`config.mk`:
```
export PLATFORM = sky130hd
export DESIGN_NAME = inst_loader_flat
export DESIGN_NICKNAME = d
export VERILOG_FILES = /design/src/rtl/inst_loader_pkg.sv /design/src/rtl/inst_loader_if.sv /design/src/rtl/inst_loader_byte_packer.sv /design/src/rtl/inst_loader.sv /design/src/flat_wrapper.sv
export SDC_FILE = /design/constraint.sdc
export NUM_CORES = 1
export LEC_CHECK = 0
export CORE_MARGIN = 2
export CORE_UTILIZATION = 42
export DETAILED_ROUTE_END_ITERATION = 8
export PLACE_DENSITY = 0.78
export SYNTH_ARGS = -nofsm -noshare
export SYNTH_HDL_FRONTEND = slang
export SYNTH_HIERARCHICAL = 1
export SYNTH_SLANG_ARGS = --single-unit
```
`constraint.sdc`:
```
create_clock -name clk -period 1.9 [get_ports clk]
set_input_delay 0.38 -clock clk [delete_from_list [all_inputs] [get_ports clk]]
set_output_delay 0.38 -clock clk [all_outputs]
set_load 0.1 [all_outputs]
```
`src/rtl/inst_loader_pkg.sv`:
```
// ============================================================================
// Module  : inst_pkg
// Brief   : Shared defaults and FSM state encoding for the instruction loader.
// Revision: 1.0
// ============================================================================
`default_nettype none

package inst_pkg;

    localparam int unsigned c_DEPTH  = 64;
    localparam int unsigned c_ADDR_W = 6;

    typedef enum logic [1:0] {
        IDLE  = 2'd0,
        LOAD  = 2'd1,
        WRITE = 2'd2,
        DONE  = 2'd3
    } state_t;

endpackage

`default_nettype wire

```
`src/rtl/inst_loader_if.sv`:
```
// ============================================================================
// Module  : inst_loader_if
// Brief   : Control, byte-stream and RAM write-port bundle of the loader.
// Revision: 1.0
// ============================================================================
`default_nettype none

interface inst_loader_if import inst_pkg::*; #(
    parameter int ADDR_W = c_ADDR_W
);
    logic              start;
    logic              abort;
    logic              byte_valid;
    logic [7:0]        byte_data;
    logic              byte_ready;
    logic              we;
    logic [ADDR_W-1:0] waddr;
    logic [31:0]       wdata;
    logic              busy;
    logic              done;

    modport master (
        output start, abort, byte_valid, byte_data,
        input  byte_ready, we, waddr, wdata, busy, done
    );

    modport slave (
        input  start, abort, byte_valid, byte_data,
        output byte_ready, we, waddr, wdata, busy, done
    );
endinterface

`default_nettype wire

```
`src/rtl/inst_loader_byte_packer.sv`:
```
// ============================================================================
// Module  : byte_packer
// Brief   : MSB-first byte-to-word shift register with a wrapping byte count.
// Revision: 1.0
// ============================================================================
`default_nettype none

module byte_packer (
    input  wire logic        clk,
    input  wire logic        Reset,
    input  wire logic        clr,
    input  wire logic        shift,
    input  wire logic [7:0]  byte_in,
    output logic      [31:0] word,
    output logic             full
);

    logic [31:0] r_word;
    logic [1:0]  r_count;

    // clr only drops the count; the stale word is never written because
    // a write needs four fresh shifts.
    always_ff @(posedge clk) begin
        if (!Reset) begin
            r_word  <= 32'd0;
            r_count <= 2'd0;
        end else if (clr) begin
            r_count <= 2'd0;
        end else if (shift) begin
            r_word  <= {r_word[23:0], byte_in};
            r_count <= r_count + 2'd1;
        end
    end

    assign word = r_word;
    assign full = (r_count == 2'd3);

endmodule

`default_nettype wire

```
`src/rtl/inst_loader.sv`:
```
// ============================================================================
// Module  : inst_loader
// Brief   : Packs a byte stream into 32-bit words and writes DEPTH of them
//           to an external instruction RAM port.
// Revision: 1.0
// ============================================================================
`default_nettype none

module inst_loader import inst_pkg::*; #(
    parameter int DEPTH  = c_DEPTH,
    parameter int ADDR_W = c_ADDR_W
) (
    input  wire logic    clk,
    input  wire logic    Reset,
    inst_loader_if.slave bus
);

    localparam logic [ADDR_W-1:0] c_LAST_ADDR = ADDR_W'(DEPTH - 1);

    state_t            r_state;
    state_t            w_next;
    logic              r_byte_ready;
    logic              r_we;
    logic              r_busy;
    logic              r_done;
    logic [ADDR_W-1:0] r_waddr;
    logic              w_accept;
    logic              w_start_ok;
    logic              w_clr;
    logic              w_shift;
    logic              w_full;
    logic [31:0]       w_word;

    byte_packer u_packer (
        .clk     (clk),
        .Reset   (Reset),
        .clr     (w_clr),
        .shift   (w_shift),
        .byte_in (bus.byte_data),
        .word    (w_word),
        .full    (w_full)
    );

    always_comb begin
        w_next     = r_state;
        w_accept   = (r_state == LOAD) && bus.byte_valid;
        w_start_ok = ((r_state == IDLE) || (r_state == DONE)) && bus.start && !bus.abort;
        w_clr      = bus.abort || w_start_ok;
        w_shift    = w_accept && !bus.abort;

        case (r_state)
            IDLE, DONE: begin
                if (bus.abort)
                    w_next = IDLE;
                else if (bus.start)
                    w_next = LOAD;
            end
            LOAD: begin
                if (bus.abort)
                    w_next = IDLE;
                else if (w_accept && w_full)
                    w_next = WRITE;
            end
            WRITE: begin
                if (bus.abort)
                    w_next = IDLE;
                else if (r_waddr == c_LAST_ADDR)
                    w_next = DONE;
                else
                    w_next = LOAD;
            end
            default: w_next = IDLE;
        endcase
    end

    // Outputs are decoded from the next state so they are registered and
    // line up with the state they describe.
    always_ff @(posedge clk) begin
        if (!Reset) begin
            r_state      <= IDLE;
            r_byte_ready <= 1'b0;
            r_we         <= 1'b0;
            r_busy       <= 1'b0;
            r_done       <= 1'b0;
            r_waddr      <= '0;
        end else begin
            r_state      <= w_next;
            r_byte_ready <= (w_next == LOAD);
            r_we         <= (w_next == WRITE);
            r_busy       <= (w_next == LOAD) || (w_next == WRITE);
            r_done       <= (w_next == DONE);
            if (w_start_ok)
                r_waddr <= '0;
            else if ((r_state == WRITE) && (w_next == LOAD))
                r_waddr <= r_waddr + ADDR_W'(1);
        end
    end

    assign bus.byte_ready = r_byte_ready;
    assign bus.we         = r_we;
    assign bus.waddr      = r_waddr;
    assign bus.wdata      = w_word;
    assign bus.busy       = r_busy;
    assign bus.done       = r_done;

endmodule

`default_nettype wire

```
`src/flat_wrapper.sv`:
```
// flat-port wrapper written by rule: the top's interface ports become plain ports
module inst_loader_flat import inst_pkg::*;
#(
    parameter int DEPTH  = c_DEPTH,
    parameter int ADDR_W = c_ADDR_W
)
  (clk, Reset, bus_start, bus_abort, bus_byte_valid, bus_byte_data, bus_byte_ready, bus_we, bus_waddr, bus_wdata, bus_busy, bus_done);
  inst_loader_if #(.ADDR_W(ADDR_W)) bus_i ();
  input  wire logic clk;
  input  wire logic Reset;
  input wire logic [$bits(bus_i.start)-1:0] bus_start;
  input wire logic [$bits(bus_i.abort)-1:0] bus_abort;
  input wire logic [$bits(bus_i.byte_valid)-1:0] bus_byte_valid;
  input wire logic [$bits(bus_i.byte_data)-1:0] bus_byte_data;
  output wire logic [$bits(bus_i.byte_ready)-1:0] bus_byte_ready;
  output wire logic [$bits(bus_i.we)-1:0] bus_we;
  output wire logic [$bits(bus_i.waddr)-1:0] bus_waddr;
  output wire logic [$bits(bus_i.wdata)-1:0] bus_wdata;
  output wire logic [$bits(bus_i.busy)-1:0] bus_busy;
  output wire logic [$bits(bus_i.done)-1:0] bus_done;
  assign bus_i.start = bus_start;
  assign bus_i.abort = bus_abort;
  assign bus_i.byte_valid = bus_byte_valid;
  assign bus_i.byte_data = bus_byte_data;
  assign bus_byte_ready = bus_i.byte_ready;
  assign bus_we = bus_i.we;
  assign bus_waddr = bus_i.waddr;
  assign bus_wdata = bus_i.wdata;
  assign bus_busy = bus_i.busy;
  assign bus_done = bus_i.done;
  inst_loader #(.DEPTH(DEPTH), .ADDR_W(ADDR_W)) u_core (.clk(clk), .Reset(Reset), .bus(bus_i));
endmodule
```
# ---- Word level (Yosys, flattened, before mapping)
# Index checks and enable logic that the tools add are counted.
dict set report word_totals {
  wordCells 42
  ramBits 0
  latchBits 0
  mem_count 0
  romBits 0
  reg_bits 46
  out_inout_bits 42
}
dict set report classes {
  n_mux 7
  div 0
  n_mul 0
  n_shift 0
  reduce_logical 15
  magnitude_cmp 0
  eq_ne 8
  addsub 2
  n_bitwise 2
}
# op n
set ops {}
lappend ops {{2-bit 2-to-1 mux} 6}
lappend ops {{2-bit == test (second input constant)} 5}
lappend ops {{6-bit by 1-bit adder with 6-bit output (second input constant)} 1}
lappend ops {{6-bit == test (second input constant)} 1}
lappend ops {{1-bit logical AND} 6}
lappend ops {{2-bit one-hot mux with 3 select lines} 1}
lappend ops {{2-bit OR reduction} 3}
lappend ops {{2-bit by 1-bit == test with 1-bit output (second input constant)} 2}
lappend ops {{1-bit logical OR} 3}
lappend ops {{2-bit by 1-bit adder with 2-bit output (second input constant)} 1}
lappend ops {{2-bit logical NOT} 1}
lappend ops {{1-bit inverter} 2}
lappend ops {{2-bit AND reduction} 1}
lappend ops {{1-bit logical NOT} 1}

# ---- Longest topological paths before layout
# Gate-level depths: netlist of the first run.
dict set report depth {
  word_depth 8
  mapped_depth 9
}

# ---- By module
# The synthesis of the first run kept the hierarchy.
# module area_per_inst_um2 instances cells_per_inst
set by_module_without_submodules {}
lappend by_module_without_submodules {byte_packer 1298.7 1 121}
lappend by_module_without_submodules {inst_loader 598.1 1 68}

# ---- Worst setup path after synthesis of the first run
# No wires, ideal clock.
dict set report synth_path {
  kind {register to register}
  startpoint {register u_core.r_waddr[1], in the netlist u_core/bus.waddr[1]}
  endpoint {register u_core.r_waddr[5], in the netlist u_core/bus.waddr[5]}
  t_arrival_ps 2642
  synth_period_minus_slack_ps 2715
  setup_ps 73
  path_stages_with_launch 9
  path_slack_ps -815
  path_buffers 0
  t_required_ps 1827
  path_cell_list {dfxtp_1 -> ha_1 -> nand4_2 -> o22a_2 -> or3_1 -> ha_1 -> nand4_1 -> o21ai_0 -> a21oi_1}
}
dict set report synth_between {
  elab_chain_cells 6
  word_cells_on_any_way 7
  cone_classes {add/sub: 1; eq/ne: 2; mux: 3; reduce/logical: 1}
}
# item line_no
set synth_lines {}
lappend synth_lines {{start, declared} inst_loader.sv:26} ;# logic [ADDR_W-1:0] r_waddr;
lappend synth_lines {{start signal, assigned} inst_loader.sv:95} ;# r_waddr <= r_waddr + ADDR_W'(1);
lappend synth_lines {{6-bit == test} inst_loader.sv:67} ;# else if (r_waddr == c_LAST_ADDR)
lappend synth_lines {{2-bit 2-to-1 mux} inst_loader.sv:67}
lappend synth_lines {{2-bit 2-to-1 mux} inst_loader.sv:65} ;# if (bus.abort)
lappend synth_lines {{2-bit one-hot mux with 3 select lines} inst_loader.sv:51} ;# case (r_state)
lappend synth_lines {{2-bit by 1-bit == test with 1-bit output} inst_loader.sv:94} ;# else if ((r_state == WRITE) && (w_next == LOAD))
lappend synth_lines {{1-bit logical AND} inst_loader.sv:94}
# Several ways; a longest one is shown, not always the timed one.
# A chain may end at the register's enable or synchronous reset.

# ---- Worst setup path after layout of the first run
dict set report layout_path {
  startpoint {register u_core.r_state[0]}
  endpoint {register u_core.r_waddr[0], in the netlist u_core/bus.waddr[0]}
}
dict set report layout_between {
  elab_chain_cells 8
  word_cells_on_any_way 18
  cone_classes {eq/ne: 4; mux: 5; reduce/logical: 9}
}
# item line_no
set layout_lines {}
lappend layout_lines {{start, declared} inst_loader.sv:20} ;# state_t r_state;
lappend layout_lines {{start signal, assigned} inst_loader.sv:87} ;# r_state <= w_next;
lappend layout_lines {{2-bit by 1-bit == test with 1-bit output} {inst_loader.sv:46, inst_loader.sv:51}}
lappend layout_lines {{1-bit logical AND} inst_loader.sv:46} ;# w_accept = (r_state == LOAD) && bus.byte_valid;
lappend layout_lines {{1-bit logical AND} inst_loader.sv:61} ;# else if (w_accept && w_full)
lappend layout_lines {{2-bit 2-to-1 mux} inst_loader.sv:61}
lappend layout_lines {{2-bit 2-to-1 mux} inst_loader.sv:59} ;# if (bus.abort)
lappend layout_lines {{2-bit one-hot mux with 3 select lines} inst_loader.sv:51}
lappend layout_lines {{2-bit by 1-bit == test with 1-bit output} inst_loader.sv:94}
lappend layout_lines {{1-bit logical AND} inst_loader.sv:94}
# Several ways; a longest one is shown, not always the timed one.

==> out/summary.md, run 1 <==
• Detailed Routing Iterations Pass 1: 4
• internal power: 1.38 mW
• max-slew headroom at the worst pin: 74.2%
• Die Footprint: 5070 um2
• Core Footprint: 4350 um2
• Slew Viols, Final: 0
• library cell used as clock root buffer: sky130_fd_sc_hd__clkbuf_8
• routability congestion estimate from global placement: 0.820
• final-report hold violation count: 0
• depth of the most critical reg-to-reg path: 10
• syn_nets: 209
• Total Power: 1.78 mW
• maximum number of pins on one net before global-route repair: 35
• sequential group share of total power: 54.1%
• layout overhead on the synthesized area: 49.3%
• Worst Hold Path Cells: 2
• Setup Viol. Count Final: 5
• Chip Width: 71.2 um
• top library cells by usage in the layout, fill and taps aside: 54 x sky130_fd_sc_hd__buf_4, 44 x sky130_fd_sc_hd__nand2_1, 36 x sky130_fd_sc_hd__dfxtp_1
• netlist area before placement: 1900 um2
• Mapped Avg Cell Area: 10.0 um2
• number of global-route vias before repair: 1443
• later-pin clock latency in the skew report: 290 ps
• most common library cell in the layout ignoring fill and taps: sky130_fd_sc_hd__buf_4
• DRC: 0
• Sw Share: 22.4%
• synthesis warning total: 6
• data required time at the worst endpoint: 2080 ps
• number of sinks on the clock net: 46
• net count of the finished layout: 283
• unrepaired setup endpoints after global routing: yes
• number of rows created at floorplan: 24
• clock transition at the register clock pins on the worst setup and hold paths after CTS: 90 ps
• total routing resource utilization after global routing: 16.1%
• share of flip-flops with an asynchronous set or reset: 0%
• worst supply voltage drop on vdd: 0.409 mV
• P per Cell Area: 630 nW/um2
• wire length per cell after detailed routing: 13.2 um
• GRT overflow: 0
• max-cap violations: 0
• boundary pin count: 55
• post-detailed-route count of antenna-violating nets: 0
• antenna diode instance count: 0
• transition time of the tightest slew-check pin: 385 ps
• status: complete, but fails checks
• chip height: 71.2 um
• net load switching power: 0.400 mW
• half-perimeter wire length after detailed placement: 2840 um
• layout cells sized above 1: 38.3%
• H-tree depth: 2
• average vias per placed instance: 4.90
• CP Max Fanout: 5
• initial cell density of the core: 43.6%
• Filler Cell Count: 360
• final standard cell area without fillers: 2830 um2
• category of the worst setup path capture point: flip-flop
• TritonCTS buffer count: 5
• Cell Area, Placed: 2560 um2
• number of synthesized flops with an enable pin: 0
• count of mapped cells out of synthesis: 189
• shortest clock period the worst path allows after layout: 1970 ps
• wire length of the first global-routing pass: 6530 um
• clock tree from TritonCTS: built
• register area share after synthesis: 48.5%
• Worst Hold Slack: 459 ps
• Clock Power Share: 36.7%
• number of synthesized register bits: 46
• number of distinct library cell variants in the gate-level netlist after synthesis: 29
• critical path launch point type: flip-flop
• Min-Delay Path Class: flip-flop to flip-flop
• worst clock skew on the final layout: 9.91 ps
• Leak: 1.12 nW
• CP Class: flip-flop to flip-flop
• antenna violations before repair: 0
• violated checks: negative setup slack
• CTS hold repair buffers: 0
• final setup margin: -68.8 ps
• Post-synth top flop: sky130_fd_sc_hd__dfxtp_1
• clock tree buffer depth: 2
• detailed router's first-iteration violation count: 99
• Gate power share: 9.2%
• fraction of the cycle the final worst path needs: 104%
• count of vias placed by the detailed router: 1547
• Critical Path AT: 2150 ps
• input/output buffers: 54
• max frequency: 508 MHz
• final wirelength: 4170 um
## metal layers
metal  track usage [%]  part of all wire [%]  routed length (um)  up-vias
met4              5.45                   2.1                  86        0
li1                  -                     -                   -      790
met2              27.4                    50                2100       41
met5                 0                     0                   0        -
met1              19.6                    43                1790      709
met3              4.56                   4.7                 197        7
## critical path, cell delays in order (launching register included)
cell                      delay (ps)
sky130_fd_sc_hd__dfxtp_2         350
sky130_fd_sc_hd__inv_2            40
sky130_fd_sc_hd__ha_4            310
sky130_fd_sc_hd__nor2_1           50
sky130_fd_sc_hd__o22a_2          220
sky130_fd_sc_hd__or3_4           340
sky130_fd_sc_hd__ha_4            190
sky130_fd_sc_hd__buf_4           150
sky130_fd_sc_hd__nand2_4          60
sky130_fd_sc_hd__xnor2_1         100
sky130_fd_sc_hd__nor2_1           50
## power by group through the flow
stage	Combinational (mW)	Sequential (mW)	Clock, mW
2_1_floorplan	0.0469	1.01	0
3_3_place_gp	0.128	0.987	0
3_5_place_dp	0.130	0.987	0
4_1_cts	0.141	0.965	0.672
5_1_grt	0.177	0.966	0.715
6_report	0.165	0.965	0.654
## kinds of logic (layout without fill, tap and decap cells)
kind of cell / after synthesis / in the layout / synth area share, %
simple gates: 74 / 74 / 18.3
compound gates: 13 / 13 / 4.09
buf+inv: 13 / 88 / 5.67
xor+xnor: 3 / 3 / 1.39
mux: 33 / 33 / 17.4
flops: 46 / 46 / 48.5
fa+ha+maj: 7 / 7 / 4.62
## Yosys cell counts, types with 3 or more instances
master | number | area share, %
sky130_fd_sc_hd__dfxtp_1 | 46 | 49
sky130_fd_sc_hd__nand2_1 | 46 | 9.1
sky130_fd_sc_hd__mux2i_1 | 33 | 17
sky130_fd_sc_hd__ha_1 | 7 | 4.6
sky130_fd_sc_hd__nor2_1 | 6 | 1.2
sky130_fd_sc_hd__inv_1 | 5 | 0.99
sky130_fd_sc_hd__o21ai_0 | 5 | 1.3
sky130_fd_sc_hd__a21oi_1 | 4 | 1.1
sky130_fd_sc_hd__and2_1 | 4 | 1.3
sky130_fd_sc_hd__or3_1 | 4 | 1.3
sky130_fd_sc_hd__buf_12 | 3 | 3.2
sky130_fd_sc_hd__nand2b_1 | 3 | 0.99
sky130_fd_sc_hd__nand3_1 | 3 | 0.79
## metrics by stage
step / utilization (%) / setup WS (ps) / instances / TNS, ps
2_1_floorplan: - / -117 / 189 / -517
3_3_place_gp: 58.7 / -333 / 302 / -2090
3_5_place_dp: 58.7 / -391 / 302 / -2390
4_1_cts: 62.4 / 3.62 / 311 / 0
5_1_grt: 65.0 / -140 / 316 / -697
6_report: 65.0 / -68.8 / 316 / -182
## sequential cells by signal, summed over array words and instances, names as in the netlist
name                     cells
u_core/bus.done              1
u_core/bus.we                1
u_core/bus.byte_ready        1
u_core/bus.busy              1
u_core/u_packer/r_count      2
u_core/u_packer/word        32
u_core/r_state               2
u_core/bus.waddr             6
## final timing paths
kind | from | to | slack [ps]
setup / recovery | u_core/r_state[0]$_SDFF_PN0_ | u_core/bus.waddr[0]$_SDFFE_PP0P_ | -70
hold / removal | u_core/u_packer/word[29]$_SDFFE_PN0P_ | u_core/u_packer/word[29]$_SDFFE_PN0P_ | 460
setup reg to reg | u_core/r_state[0]$_SDFF_PN0_ | u_core/bus.waddr[0]$_SDFFE_PP0P_ | -70
hold reg to reg | u_core/u_packer/word[29]$_SDFFE_PN0P_ | u_core/u_packer/word[29]$_SDFFE_PN0P_ | 460
## repair_timing
action,in CTS,in global routing
setup endpoints to repair,6,6
cloned,0,0
gates resized for setup,12,20
buffers inserted,1,5
pin swaps,4,9
## final cells by class
cell class / count / area, um2 / area share [%]
multi-input combinational: 130 / 1010 / 35.8
tap: 52 / 65.1 / 2.30
sequential: 46 / 941 / 33.2
inverter: 5 / 18.8 / 0.663
timing repair buffer: 75 / 691 / 24.4
clock buffer: 8 / 101 / 3.58
No activity file was read; power rests on OpenSTA's default activity.
==> inputs of run 2 (changes only) <==
--- a/config.mk
+++ b/config.mk
@@ -5,6 +5,7 @@
 export SDC_FILE = /design/constraint.sdc
 export NUM_CORES = 1
 export LEC_CHECK = 0
+export CAP_MARGIN = 20
 export CORE_MARGIN = 2
 export CORE_UTILIZATION = 42
 export DETAILED_ROUTE_END_ITERATION = 8
==> results of run 2 <==
Same layout as run 1: the final DEF is identical, and so are final timing and power.
==> inputs of run 3 (changes only) <==
--- a/config.mk
+++ b/config.mk
@@ -5,11 +5,13 @@
 export SDC_FILE = /design/constraint.sdc
 export NUM_CORES = 1
 export LEC_CHECK = 0
+export ABC_AREA = 1
 export CAP_MARGIN = 20
 export CORE_MARGIN = 2
-export CORE_UTILIZATION = 42
+export CORE_UTILIZATION = 44
 export DETAILED_ROUTE_END_ITERATION = 8
-export PLACE_DENSITY = 0.78
+export PLACE_DENSITY = 0.79
+export SLEW_MARGIN = 20
 export SYNTH_ARGS = -nofsm -noshare
 export SYNTH_HDL_FRONTEND = slang
 export SYNTH_HIERARCHICAL = 1
==> run 3 against run 2 <==
Effect of this change:
- largest cell class unchanged
- clock power grew 34%
- synthesized area grew 12%
- sequential power grew 1%
- non-clock buffer count shrank 8
- largest power group unchanged
- via count grew 25%
- the flow now finishes without violations
==> out/summary.md, run 3 <==
• post-placement setup slack: -133 ps
• setup bufs post-CTS: 0
• count of mapped cells out of synthesis: 311
• max-slew headroom at the worst pin: 80.1%
• data required time at the worst endpoint: 2130 ps
• max frequency: 548 MHz
• number of synthesized register bits: 46
• worst clock skew on the final layout: 9.30 ps
• clock tree from TritonCTS: built
• CP Class: flip-flop to flip-flop
• Worst Hold Path Cells: 2
• count of vias placed by the detailed router: 1935
• most common library cell in the layout ignoring fill and taps: sky130_fd_sc_hd__nor2_1
• max-cap violations: 0
• sequential group share of total power: 46.6%
• share of the synthesized area in the top cell type: 43.4%
• wire length of the first global-routing pass: 7450 um
• Die Footprint: 5390 um2
• shortest clock period the worst path allows after layout: 1830 ps
• netlist area before placement: 2120 um2
• number of global-route vias before repair: 1768
• number of sinks on the clock net: 46
• status: finished, final reports clean
• final-report hold violation count: 0
• number of synthesized flops with an enable pin: 0
• layout cells sized above 1: 24.2%
• number of distinct library cell variants in the gate-level netlist after synthesis: 24
• Clock Power Share: 41.8%
• Leak: 1.39 nW
• syn_nets: 331
• library cell used as clock root buffer: sky130_fd_sc_hd__clkbuf_8
• TritonCTS buffer count: 5
• internal power: 1.62 mW
• count of instances resized after the clock tree is built: 0
• initial cell density of the core: 45.2%
• Mapped Avg Cell Area: 6.82 um2
• final setup margin: 73.6 ps
• routability congestion estimate from global placement: 0.812
• worst supply voltage drop on vdd: 0.434 mV
• Worst Hold Slack: 484 ps
• boundary pin count: 55
• net count of the finished layout: 391
• Detailed Routing Iterations Pass 1: 4
• share of flip-flops with an asynchronous set or reset: 0%
• layout overhead on the synthesized area: 44.2%
• DRC: 0
• register area share after synthesis: 43.4%
• startpoint of the lowest-slack register-to-register path: u_core/r_state[0]$_SDFF_PN0_
• half-perimeter wire length after detailed placement: 3090 um
• CTS hold repair buffers: 0
• endpoint of the worst-slack reg-to-reg timing path: u_core/bus.waddr[4]$_SDFFE_PP0P_
• net load switching power: 0.478 mW
• synthesis warning total: 6
• final wirelength: 4440 um
• depth of the most critical reg-to-reg path: 14
• P per Cell Area: 687 nW/um2
• clock tree buffer depth: 2
• final standard cell area without fillers: 3060 um2
• fraction of the cycle the final worst path needs: 96.1%
• critical path launch point type: flip-flop
• total routing resource utilization after global routing: 17.3%
• Post-synth top flop: sky130_fd_sc_hd__dfxtp_1
• number of rows created at floorplan: 25
• average vias per placed instance: 4.54
• clock transition at the register clock pins on the worst setup and hold paths after CTS: 90 ps
• CP Max Fanout: 5
• category of the worst setup path capture point: flip-flop
• Sw Share: 22.8%
• most used standard cell by instance count after synthesis: sky130_fd_sc_hd__nor2_1
• Gate power share: 11.6%
• wire length per cell after detailed routing: 10.4 um
• detailed router's first-iteration violation count: 112
• Cell Area, Placed: 2860 um2
• antenna violations before repair: 0
• leading area contributor after synthesis: sky130_fd_sc_hd__dfxtp_1
• Chip Width: 73.4 um
• Worst Hold Endpoint: u_core/bus.waddr[5]$_SDFFE_PP0P_
• GRT overflow: 0
• Critical Path AT: 2050 ps
• transition time of the tightest slew-check pin: 299 ps
• critical hold path startpoint: u_core/bus.waddr[5]$_SDFFE_PP0P_
• Largest register FFs: 32
• top area cells in the synthesized netlist: sky130_fd_sc_hd__dfxtp_1 43%, sky130_fd_sc_hd__nor2_1 13%, sky130_fd_sc_hd__nand2_1 11%, sky130_fd_sc_hd__inv_1 9.0%, sky130_fd_sc_hd__nand3_1 8.5%
• Core Footprint: 4690 um2
• maximum number of pins on one net before global-route repair: 39
• chip height: 73.4 um
• input/output buffers: 54
• post-detailed-route count of antenna-violating nets: 0
• aggregate negative setup slack: 0 ps
• Synth top cells by count: 74 x sky130_fd_sc_hd__nor2_1, 60 x sky130_fd_sc_hd__nand2_1, 51 x sky130_fd_sc_hd__inv_1
• Min-Delay Path Class: flip-flop to flip-flop
• top library cells by usage in the layout, fill and taps aside: 71 x sky130_fd_sc_hd__nor2_1, 60 x sky130_fd_sc_hd__nand2_1, 51 x sky130_fd_sc_hd__inv_1
• later-pin clock latency in the skew report: 290 ps
• register-to-register path setup slack: 70 ps
• antenna diode instance count: 0
• Slew Viols, Final: 0
• Setup Viol. Count Final: 0
• H-tree depth: 2
==> run 3: changes by cell type after synthesis, sizes merged, moves of 3 or more <==
cell	change
and2	-4
buf	+7
inv	+48
mux2i	-33
nand2	+18
nand2b	-3
nand3	+33
nor2	+71
nor2b	-3
o21ai	-4
or3	-4
==> run 3: worst max-delay path, stage by stage (launching register included) <==
cell and delay [ps]:
sky130_fd_sc_hd__dfxtp_4 370, sky130_fd_sc_hd__inv_1 80, sky130_fd_sc_hd__ha_4 270, sky130_fd_sc_hd__nand2_2 80
sky130_fd_sc_hd__nand2_1 90, sky130_fd_sc_hd__a21oi_2 120, sky130_fd_sc_hd__nand2_2 90, sky130_fd_sc_hd__ha_4 170
sky130_fd_sc_hd__nand2_4 100, sky130_fd_sc_hd__inv_2 50, sky130_fd_sc_hd__nand2_2 70, sky130_fd_sc_hd__clkinv_2 70
sky130_fd_sc_hd__nand3_1 70, sky130_fd_sc_hd__nand2_1 60, sky130_fd_sc_hd__nor2_1 90
==> run 3: worst max-delay path by stage <==
stage | endpoint | from | cells after the start | slack, ps
floorplan | u_core/bus.waddr[4]$_SDFFE_PP0P_ | u_core/bus.waddr[3]$_SDFFE_PP0P_ | 12 | 20
global placement | u_core/bus.waddr[4]$_SDFFE_PP0P_ | bus_byte_valid | 13 | -80
detailed placement | u_core/bus.waddr[4]$_SDFFE_PP0P_ | bus_byte_valid | 13 | -130
CTS | u_core/bus.waddr[4]$_SDFFE_PP0P_ | u_core/r_state[0]$_SDFF_PN0_ | 14 | 20
global route | u_core/bus.waddr[4]$_SDFFE_PP0P_ | u_core/r_state[0]$_SDFF_PN0_ | 14 | -4
finish | u_core/bus.waddr[4]$_SDFFE_PP0P_ | u_core/r_state[0]$_SDFF_PN0_ | 14 | 70
==> run 3: area by class of cell <==
| cell class | count | area (um2) |
|---|---|---|
| clock inverters | 2 | 60.1 |
| flip-flops and latches | 46 | 937 |
| repair buffers | 67 | 733 |
| fillers | 415 | 1640 |
| multi-input cells | 197 | 972 |
| inverters | 54 | 204 |
| well taps | 54 | 67.6 |
| clock buffers | 6 | 82.6 |
==> run 3: cell families after synthesis <==
logic type                 Yosys count  synth area share (%)
adders and majority gates            7                  4.13
and+or+nand+nor                    182                  36.4
buffers and inverters               68                  13.8
AOI/OAI and AO/OA                    7                  1.83
xor gates and xnor gates             1                 0.413
DFF                                 46                  43.4
==> run 3: through the flow <==
| step | util (%) | std cells | total power [mW] |
|---|---|---|---|
| finish | 65.1 | 426 | 2.10 |
| global route | 65.1 | 426 | 2.17 |
| CTS | 64.1 | 426 | 2.12 |
| detailed placement | 61.0 | 418 | 1.24 |
| global placement | 61.0 | 418 | 1.24 |
| floorplan | - | 311 | 1.16 |
==> run 3: power by group through the flow <==
stage | Combinational [mW] | Clock, mW | Sequential (mW)
2_1_floorplan | 0.0885 | 0 | 1.07
3_3_place_gp | 0.235 | 0 | 1.00
3_5_place_dp | 0.238 | 0 | 1.00
4_1_cts | 0.239 | 0.898 | 0.979
5_1_grt | 0.265 | 0.928 | 0.981
6_report | 0.243 | 0.878 | 0.979
==> run 3: layer usage <==
metal  part of all wire, %  track usage, %
met1                    45            21.2
met2                    49            30.3
met3                   4.6            3.16
met4                  0.77            6.26
met5                     0               0
